<file path="src/rtl/cv32e40p_x_rsp_arbiter.sv">
// Merges accelerator responses from NumRsp sources into one X-response
// channel. Responses are only accepted while offloaded instructions are
// outstanding. Sources are granted round-robin and the result is held in a
// single output register.
//
// Ports:
//   clk_i, rst_i            clock, asynchronous active-high reset
//   issue_valid_i/ready_o   offload handshake (one expected response each)
//   src_valid_i/ready_o     per-source response handshake
//   src_rd_i/data_i/error_i per-source response payload
//   x_p_valid_o/x_q_ready_i merged response handshake
//   x_p_rd_o/data_o/error_o merged response payload (registered)
//   busy_o                  outstanding work or held response
//   err_sticky_o            an error response has reached the core
module cv32e40p_x_rsp_arbiter #(
  parameter int unsigned NumRsp         = 2,
  parameter int unsigned MaxOutstanding = 4
) (
  input  logic                   clk_i,
  input  logic                   rst_i,
  input  logic                   issue_valid_i,
  output logic                   issue_ready_o,
  input  logic [NumRsp-1:0]      src_valid_i,
  output logic [NumRsp-1:0]      src_ready_o,
  input  logic [NumRsp-1:0][4:0] src_rd_i,
  input  logic [NumRsp-1:0][31:0] src_data_i,
  input  logic [NumRsp-1:0]      src_error_i,
  output logic                   x_p_valid_o,
  input  logic                   x_q_ready_i,
  output logic [4:0]             x_p_rd_o,
  output logic [31:0]            x_p_data_o,
  output logic                   x_p_error_o,
  output logic                   busy_o,
  output logic                   err_sticky_o
);

  localparam int unsigned IdxW = (NumRsp > 1) ? $clog2(NumRsp) : 1;
  localparam int unsigned CntW = 4;
  localparam logic [CntW-1:0] MaxCnt  = CntW'(MaxOutstanding);
  localparam logic [IdxW-1:0] LastIdx = IdxW'(NumRsp - 1);

  logic [CntW-1:0] count_q, count_d;
  logic [IdxW-1:0] last_grant_q, last_grant_d;
  logic            valid_q, valid_d;
  logic [4:0]      rd_q, rd_d;
  logic [31:0]     data_q, data_d;
  logic            err_q, err_d;
  logic            sticky_q, sticky_d;

  logic            out_hs;
  logic            issue_hs;
  logic            out_free;
  logic            gnt_found;
  logic [IdxW-1:0] gnt_idx;
  logic [IdxW-1:0] cand;
  logic            accept;

  assign out_hs        = valid_q & x_q_ready_i;
  assign issue_ready_o = (count_q < MaxCnt) | out_hs;
  assign issue_hs      = issue_valid_i & issue_ready_o;
  assign out_free      = ~valid_q | out_hs;

  // Round-robin search starting just after the last granted source.
  always_comb begin
    gnt_found = 1'b0;
    gnt_idx   = '0;
    cand      = '0;
    for (int unsigned k = 1; k <= NumRsp; k++) begin
      cand = IdxW'((32'(last_grant_q) + k) % NumRsp);
      if (!gnt_found && src_valid_i[cand]) begin
        gnt_found = 1'b1;
        gnt_idx   = cand;
      end
    end
  end

  // Spurious responses (nothing outstanding) are stalled, never consumed.
  assign accept = gnt_found & out_free & (count_q != '0);

  always_comb begin
    src_ready_o = '0;
    if (accept) src_ready_o[gnt_idx] = 1'b1;
  end

  // Outstanding counter; simultaneous issue and retire cancel out.
  always_comb begin
    count_d = count_q;
    if (issue_hs && !out_hs && (count_q < MaxCnt)) begin
      count_d = count_q + CntW'(1);
    end else if (out_hs && !issue_hs && (count_q != '0)) begin
      count_d = count_q - CntW'(1);
    end
  end

  // Output register: reload from the granted source, else drain on handshake.
  always_comb begin
    valid_d      = valid_q;
    rd_d         = rd_q;
    data_d       = data_q;
    err_d        = err_q;
    last_grant_d = last_grant_q;
    sticky_d     = sticky_q | (out_hs & err_q);
    if (accept) begin
      valid_d      = 1'b1;
      rd_d         = src_rd_i[gnt_idx];
      data_d       = src_data_i[gnt_idx];
      err_d        = src_error_i[gnt_idx];
      last_grant_d = gnt_idx;
    end else if (out_free) begin
      valid_d = 1'b0;
    end
  end

  always_ff @(posedge clk_i or posedge rst_i) begin
    if (rst_i) begin
      count_q      <= '0;
      last_grant_q <= LastIdx;
      valid_q      <= 1'b0;
      rd_q         <= '0;
      data_q       <= '0;
      err_q        <= 1'b0;
      sticky_q     <= 1'b0;
    end else begin
      count_q      <= count_d;
      last_grant_q <= last_grant_d;
      valid_q      <= valid_d;
      rd_q         <= rd_d;
      data_q       <= data_d;
      err_q        <= err_d;
      sticky_q     <= sticky_d;
    end
  end

  assign x_p_valid_o  = valid_q;
  assign x_p_rd_o     = rd_q;
  assign x_p_data_o   = data_q;
  assign x_p_error_o  = err_q;
  assign err_sticky_o = sticky_q;
  assign busy_o       = (count_q != '0) | valid_q;

endmodule

</file>
<file path="config.mk">
export PLATFORM = sky130hd
export DESIGN_NAME = cv32e40p_x_rsp_arbiter
export DESIGN_NICKNAME = d
export VERILOG_FILES = /design/src/rtl/cv32e40p_x_rsp_arbiter.sv
export SDC_FILE = /design/constraint.sdc
export NUM_CORES = 1
export LEC_CHECK = 0
export ABC_AREA = 1
export CAP_MARGIN = 20
export CELL_PAD_IN_SITES_DETAIL_PLACEMENT = 0
export CELL_PAD_IN_SITES_GLOBAL_PLACEMENT = 1
export CORE_MARGIN = 10
export CORE_UTILIZATION = 28
export DETAILED_ROUTE_END_ITERATION = 7
export PLACE_DENSITY = 0.95
export SYNTH_ARGS = -nofsm -noshare
export SYNTH_HDL_FRONTEND = slang
export SYNTH_SLANG_ARGS = --single-unit
</file>
<file path="constraint.sdc">
create_clock -name clk_i -period 3.1 [get_ports clk_i]
set_input_delay 0.775 -clock clk_i [delete_from_list [all_inputs] [get_ports clk_i]]
set_output_delay 0.775 -clock clk_i [all_outputs]
set_load 0.01 [all_outputs]
</file>
==> results of run 1 <==
## cell usage in the layout (no fill, tap or decap), types with 3 or more instances in the layout
master                              n
sky130_fd_sc_hd__inv_1              5
sky130_fd_sc_hd__dfrtp_1           44
sky130_fd_sc_hd__clkdlybuf4s50_1  124
sky130_fd_sc_hd__nor2_1             5
sky130_fd_sc_hd__nand3_1            3
sky130_fd_sc_hd__buf_4              5
sky130_fd_sc_hd__clkbuf_8           6
sky130_fd_sc_hd__o21ai_0            3
sky130_fd_sc_hd__nand2_1          246
sky130_fd_sc_hd__inv_2              4
## critical path: cells and delay by family
kind / cells / cell delay, ns
buf+inv: 4 / 1.18
simple gates: 3 / 0.20
compound gates: 1 / 0.08
## path summary, 6_finish.rpt
path | from | end | slack [ns]
max in group asynchronous | rst_i | last_grant_q | 1.55
min reg2reg | x_p_data_o[29] | x_p_data_o[29] | 0.48
max reg2reg | count_q[0] | x_p_data_o[30] | 1.19
min | x_p_data_o[29] | x_p_data_o[29] | 0.48
max | x_q_ready_i | src_ready_o[0] | 0.09
min in group asynchronous | rst_i | x_p_data_o[19] | 0.82
## layout make-up
| cell class | instances | area share (%) |
|---|---|---|
| Clock buffer | 7 | 2.30 |
| Inverter | 9 | 0.902 |
| Multi-Input combinational cell | 268 | 28.7 |
| Sequential cell | 45 | 30.1 |
| Tap cell | 105 | 3.51 |
| Timing Repair Buffer | 130 | 34.5 |
## registers in the layout, indices dropped and copies added, names as in the netlist
| name | cells |
|---|---|
| x_p_data_o | 32 |
| x_p_rd_o | 5 |
| err_sticky_o | 1 |
| x_p_valid_o | 1 |
| x_p_error_o | 1 |
| count_q | 4 |
| last_grant_q | 1 |
## power by group through the flow
stage / clock network (mW) / logic, mW / registers (mW)
5_1_grt: 0.396 / 1.49 / 1.03
4_1_cts: 0.377 / 1.37 / 0.994
3_5_place_dp: 0 / 1.37 / 1.00
3_3_place_gp: 0 / 1.34 / 0.989
2_1_floorplan: 0 / 0.556 / 1.09
6_report: 0.359 / 1.34 / 0.989
## metrics by stage
| step | area (µm²) | setup slack [ns] |
|---|---|---|
| 6_report | 3750 | 0.0934 |
| 5_1_grt | 3750 | 0.0264 |
| 4_1_cts | 3740 | 0.0766 |
| 3_5_place_dp | 3660 | 0.0784 |
| 3_3_place_gp | 3660 | 0.0833 |
| 2_1_floorplan | 2350 | 0.948 |
## synth_stat cells
cell type                 instances  area share (%)
sky130_fd_sc_hd__inv_2            3            0.48
sky130_fd_sc_hd__nor2_1           5            0.80
sky130_fd_sc_hd__buf_2           11             2.3
sky130_fd_sc_hd__dfrtp_1         44              47
sky130_fd_sc_hd__a31oi_1          1            0.27
sky130_fd_sc_hd__a21oi_1          1            0.21
sky130_fd_sc_hd__o21ai_1          1            0.21
sky130_fd_sc_hd__nand2_4          1            0.48
sky130_fd_sc_hd__buf_6            4             1.9
sky130_fd_sc_hd__nand3_1          3            0.64
sky130_fd_sc_hd__fa_1             1            0.85
sky130_fd_sc_hd__buf_4            1            0.32
sky130_fd_sc_hd__or2_2            1            0.27
sky130_fd_sc_hd__inv_1            6            0.96
sky130_fd_sc_hd__nand2_1        246              39
sky130_fd_sc_hd__ha_1             2             1.1
sky130_fd_sc_hd__dfstp_2          1             1.1
sky130_fd_sc_hd__o21ai_0          3            0.64
sky130_fd_sc_hd__a31o_2           1            0.37
sky130_fd_sc_hd__xor2_1           2            0.75
## layer usage
| metal | wire length (µm) | up-vias | track usage, % |
|---|---|---|---|
| li1 | - | 1249 | - |
| met1 | 3060 | 1039 | 12.6 |
| met2 | 3360 | 100 | 18.4 |
| met3 | 611 | 8 | 4.94 |
| met4 | 59 | 0 | 2.49 |
| met5 | 0 | - | 0 |
## what timing repair did
item | in CTS | in global routing
endpoints found under the setup margin | 0 | 1
hold buffers | 0 | 0
resized for setup | 0 | 1
setup buffers | 0 | 0
## kinds of logic after synthesis
group | count (synthesis) | synth area share (%)
flops | 45 | 48.1
buf+inv | 25 | 6.03
xor+xnor | 2 | 0.747
simple gates | 256 | 41.5
compound gates | 7 | 1.71
fa+ha+maj | 3 | 1.92
==> impl_summary.md, run 1 <==
Cells and area
The final cell count without fillers is 564. The total inserted antenna cells is 0. The synthesis-to-finish area growth is 59.7%. The final standard cell utilization of the core is a little under half. The footprint of the multi-input gates is 0.00108 mm². Counting the fill cells in the layout gives 840. In the final layout, flip-flops and latches occupy 0.00113 mm². After the last flow step, the layout net total stands at between 500 and 600. Cells with a size suffix above 1 make up 4.14% of the layout.

CTS
At the later pin of the worst-skew pair, clock insertion delay measures 0.29 ns. TritonCTS built the clock tree. The clock-pin slew on the worst setup and hold paths is 0.08 ns. The H-tree was split into 2 levels. The library cell used as clock root buffer is sky130_fd_sc_hd__clkbuf_8. The number of clock buffers inserted by TritonCTS is 5. The tree built by TritonCTS fans out to 45 sinks. In this run the deepest clock path goes through 2 buffers.

GRT
After global routing the overflow that remains totals 0. The via count of the first global-routing pass was 2421. The pin count of the biggest net entering global routing is 43. The number of antenna violations at the first check in global routing is 0. The global-route usage over all layers is 11.0%. The wire length of the first global-routing pass is 11600 µm.

Placed design
During placement, the flow inserted port buffers numbering around 130. Once placement completed, the tool counted placed cells totaling 557. The global placement routability congestion is 0.760.

The wire-length estimate of the detail-placed layout is 5640 µm.

Power and ir drop
Cell internal power was estimated by the tool at 1.70 mW. The total power divided by cell area is slightly above 700 mW/mm². The completed layout was analyzed and its total power is 2.69 mW. The worst IR drop on VDD is roughly 0.00026 V. The proportion of power drawn by combinational gates is between 40% and 50%. Per report_power, the sequential group accounts for 36.8% of the total. Summed over all cells, the static leakage comes to 1.92 nW. The clock network accounts for between 10% and 20% of the total power. Net switching is 36.8% of the power. For this design the total switching power over the nets is 0.988 mW.

Timing
The number of hold violations in the final report is 0. The final cycle utilization of the critical path is between 90 and 100%. The maximum clock frequency is about 0.33 GHz.

Between clock sinks in the finished design, the worst skew comes to 0.00430 ns. The final-report setup violation count is 0. The number of max-slew violations in the final report is 0. The setup total negative slack is 0 ns. Setup repair after global routing left no endpoint under its margin. The slew at the pin with the worst max-slew slack is around 0.6 ns.

The worst hold slack after final layout is 0.477 ns. The headroom to the max-slew limit is 60.1%. The minimum clock period after layout is 3.01 ns.

Worst hold path
The cell count of the worst hold path is 2. The path category of the worst min-delay check is flop to flop.

Die
Row generation in the floorplan step produced 33 rows. Measured along the x axis, the die boundary spans 112 µm. The floorplan step set the die height to 112 µm. For this configuration, the core starts out at a cell density of 28.7%.

In this run the standard cell core region covers 0.00818 mm². The I/O pin total is 126. The die footprint is about 0.012 mm².

Synth
The number of cells produced by synthesis is ~340. The post-synth design cell area is 0.00235 mm². The count of distinct cell types in the synthesized netlist is 20. The number of warnings issued by yosys is 0. The post-synthesis sequential element count is 45. Sequential elements use 48.1% of the synthesized area. Each instance of the synthesized netlist takes up on average 6.94 µm².

The total nets after synthesis is 423.

Routing
The count of antenna-violating nets left after detailed routing is 0. The detail-routed via count per cell is 4.25. After detailed routing, the number of remaining DRC violations is 0. The pre-antenna-repair detailed-routing pass consisted of 4 iterations. The DRC marker count from the first detailed-route iteration is 130. The overall routed net length is slightly above 7000 µm. The average wire per cell in the routed design is 12.6 µm. Across all layers, the routed design uses 2396 vias.

Setup path
The maximum single-stage delay on the critical path is roughly 0.56 ns. The length in cells of the worst reg-to-reg path is 7. The signal on the critical path passes through clkdlybuf4s50_1 > inv_1 > nand2_1 > o21ai_1 > inv_2 > nand2_4 > nor2_1 > clkdlybuf4s50_1. The endpoint kind of the worst setup timing path is a primary output.

The cell seen most often among critical-path stages is sky130_fd_sc_hd__clkdlybuf4s50_1. The largest individual stage delay along the critical path comes from the cell sky130_fd_sc_hd__clkdlybuf4s50_1. For the worst setup path, the data arrival time is 2.23 ns.

STA classifies the critical path startpoint as an input pin. The largest fanout of any net on the critical path is 3. Data on the critical path is required at its endpoint by 2.32 ns. The critical path class is input pin to primary output.

Job
Across the run, the number of max-cap violations was 0.

Status
The flow ran to the end, and the final reports show no timing, DRC or antenna violations.
(Power assumes the default switching activity.)
==> run 2, diff against run 1 <==
Settings changed: RECOVER_POWER from default to 50.
==> impl_summary.md, run 2 (synthesis results as in run 1) <==
GRT
The global-route usage over all layers came to 11.0% (unchanged). The number of antenna violations at the first check in global routing is 0 (unchanged). The wire length of the first global-routing pass came to 11600 µm (unchanged). The pin count of the biggest net entering global routing is 43 (unchanged). The sum of overflow across all layers after global routing was 0 (unchanged). The via count of the first global-routing pass is 2421 (unchanged).

Routing
The average wire per cell in the routed design is 12.6 µm (+0.17%). The detailed-router iteration count before antenna repair came to 4 (unchanged). The DRC marker count from the first detailed-route iteration was 122 (-6.2%). The detail-routed via count per cell came to 4.26 (+0.17%). The count of antenna-violating nets left after detailed routing is 0 (unchanged). The overall routed net length is 7110 µm (+0.17%). The number of vias in the routed layout is 2400 (+0.17%). The DRC violation count after routing is 0 (unchanged).

CTS
The number of clock buffers inserted by TritonCTS came to 5 (unchanged). The library cell used as clock root buffer is sky130_fd_sc_hd__clkbuf_8. TritonCTS built the clock tree. The clock insertion delay at the later pin of the skew report came to 0.29 ns (about the same).

The clock-pin slew on the worst setup and hold paths came to 0.08 ns (about the same). The post-CTS repair timing setup buffer count was 0 (unchanged). The clock sink count came to 45 (unchanged). The hold-fix buffer count after cts is 0 (unchanged). The number of cells upsized or downsized after cts is 0 (unchanged). The H-tree depth is 2 (unchanged). The deepest clock path buffer count is 2 (unchanged).

Cells and area
The fraction of layout instances using a drive strength above 1 is 3.92% (-0.22 points). Leaving out fill and tap cells, the most frequent cells in the layout are sky130_fd_sc_hd__nand2_1 (246), sky130_fd_sc_hd__clkdlybuf4s50_1 (104), sky130_fd_sc_hd__dfrtp_1 (44), sky130_fd_sc_hd__dlygate4sd3_1 (20). The number of flip-flops in the largest register was 32 (unchanged). The leading cell type in the layout, fill and taps excluded is sky130_fd_sc_hd__nand2_1. The synthesis-to-finish area growth is 59.5%.

The final cell count without fillers is 564 (unchanged). The final net count is 544 (unchanged). The total inserted antenna cells was 0 (unchanged).

Setup path
The slowest cell on the critical path is sky130_fd_sc_hd__clkdlybuf4s50_1. Traced cell by cell, the critical path runs through clkdlybuf4s50_1 > inv_1 > nand2_1 > o21ai_1 > inv_2 > nand2_4 > nor2_1 > clkdlybuf4s50_1. The cell seen most often among critical-path stages is sky130_fd_sc_hd__clkdlybuf4s50_1. The sort of element at the start of the critical path is an input pin.

The category of cells accounting for the largest share of critical-path delay is buffers and inverters. The data arrival time of the worst path was 2.23 ns (about the same). STA classifies the critical path endpoint as a primary output.

The largest fanout of any net on the critical path is 3 (unchanged). The startpoint of the most critical setup path is x_q_ready_i. The maximum single-stage delay on the critical path is 0.56 ns (about the same). The setup slack of the worst register-to-register path came to 0.78 ns (-0.41 ns). The critical path class is input pin to primary output. In this run the critical register-to-register path is launched from count_q[0].

The worst path required time is 2.32 ns (about the same). The combined buffer and inverter count along the critical path is 4 (unchanged).

Die
The I/O pin total is 126 (unchanged). The width of the chip was 112 µm (unchanged). The die footprint is 0.0124 mm² (unchanged).

The effective utilization at floorplan came to 28.7% (unchanged). The number of placement rows is 33 (unchanged). The die boundary height came to 112 µm (unchanged). The placeable core region is 0.00818 mm² (unchanged).

Timing
The slew at the pin with the worst max-slew slack is 0.847 ns (+0.249 ns). The headroom to the max-slew limit is 43.5% (-17 points). The setup skew after layout is 0.00375 ns (-0.000548 ns). The number of max-slew violations in the final report was 0 (unchanged). The minimum clock period after layout was 3.01 ns (-0.000341 ns). The maximum clock frequency is 0.333 GHz (about the same). Setup repair after global routing left no endpoint under its margin. The setup total negative slack is 0 ns (unchanged). The final cycle utilization of the critical path came to 97.0% (about the same). The final-report setup violation count is 0 (unchanged). The number of hold violations in the final report was 0 (unchanged).

Power and ir drop
The part of the total power dissipated in the clock network is 13.6% (+0.3 points). The worst IR drop on VDD is 0.000260 V (about the same). The total internal power came to 1.66 mW (-2.4%). The switching fraction of total power is 37.3% (+0.48 points). The total power divided by cell area is 706 mW/mm² (-1.5%).

The net load switching power is 0.985 mW (-0.35%). The proportion of power drawn by combinational gates is 49.2% (-0.7 points). The share of total power in sequential cells is 37.2% (+0.4 points). The cell leakage power is 1.94 nW (+0.98%).

Worst hold path
In this run the most critical hold path is launched from x_p_data_o[29]. In this run the worst hold path is classified as flop to flop.

Placed design
The global placement routability congestion is 0.760 (unchanged). The number of cells in the design after placement was 557 (unchanged). The detailed placer's ending HPWL is 5640 µm (unchanged).

The count of buffers from port buffering is 125 (unchanged).

Status
The run finished with clean final reports.

Job
The max-capacitance violation count came to 0 (unchanged).
run 2: changes by cell type in the layout (fill, tap and decap cells not counted), sizes merged:
| cell | previous run | this run |
|---|---|---|
| clkdlybuf4s50 | 124 | 104 |
| dlygate4sd3 | 0 | 20 |
| buf | 5 | 3 |
| clkbuf | 7 | 9 |
run 2: per-layer routing:
metal  part of all wire [%]  track usage (%)
met1                     43             12.6
met5                      0                0
met2                     47             18.4
met4                   0.83             2.49
met3                    8.6             4.94
run 2: power groups by stage:
stage	sequential, mW	clock [mW]	combinational [mW]
3_5_place_dp	1.00	0	1.37
5_1_grt	1.02	0.396	1.45
2_1_floorplan	1.09	0	0.556
6_report	0.985	0.359	1.30
3_3_place_gp	0.989	0	1.34
4_1_cts	0.994	0.377	1.37
run 2: final cells by class:
type / instances / area, µm²
fillers: 841 / 4430
repair buffers: 130 / 1290
flip-flops and latches: 45 / 1130
multi-input cells: 268 / 1080
well taps: 105 / 131
clock buffers: 7 / 86.3
inverters: 9 / 33.8
run 2: metrics by stage:
stage	setup WS, ns	util (%)	instance area [µm²]	power (mW)	hold WS (ns)
floorplan	0.948	-	2350	1.65	0.465
global placement	0.0833	44.8	3660	2.33	0.454
detailed placement	0.0784	44.8	3660	2.37	0.464
CTS	0.0766	45.8	3740	2.74	0.485
global route	0.0271	45.8	3740	2.87	0.494
finish	0.0937	45.8	3740	2.64	0.472
run 2: final timing paths:
check                            endpoint  cells after the start
max                        src_ready_o[0]                      8
min                        x_p_data_o[29]                      2
max reg2reg                x_p_data_o[30]                      7
min reg2reg                x_p_data_o[29]                      2
max in group asynchronous  x_p_data_o[23]                      3
min in group asynchronous  x_p_data_o[19]                      2
run 2: worst min-delay path, stage by stage, from the launching register on:
cell and delay [ns]:
sky130_fd_sc_hd__dfrtp_1 0.34, sky130_fd_sc_hd__nand2_1 0.05, sky130_fd_sc_hd__nand2_1 0.05
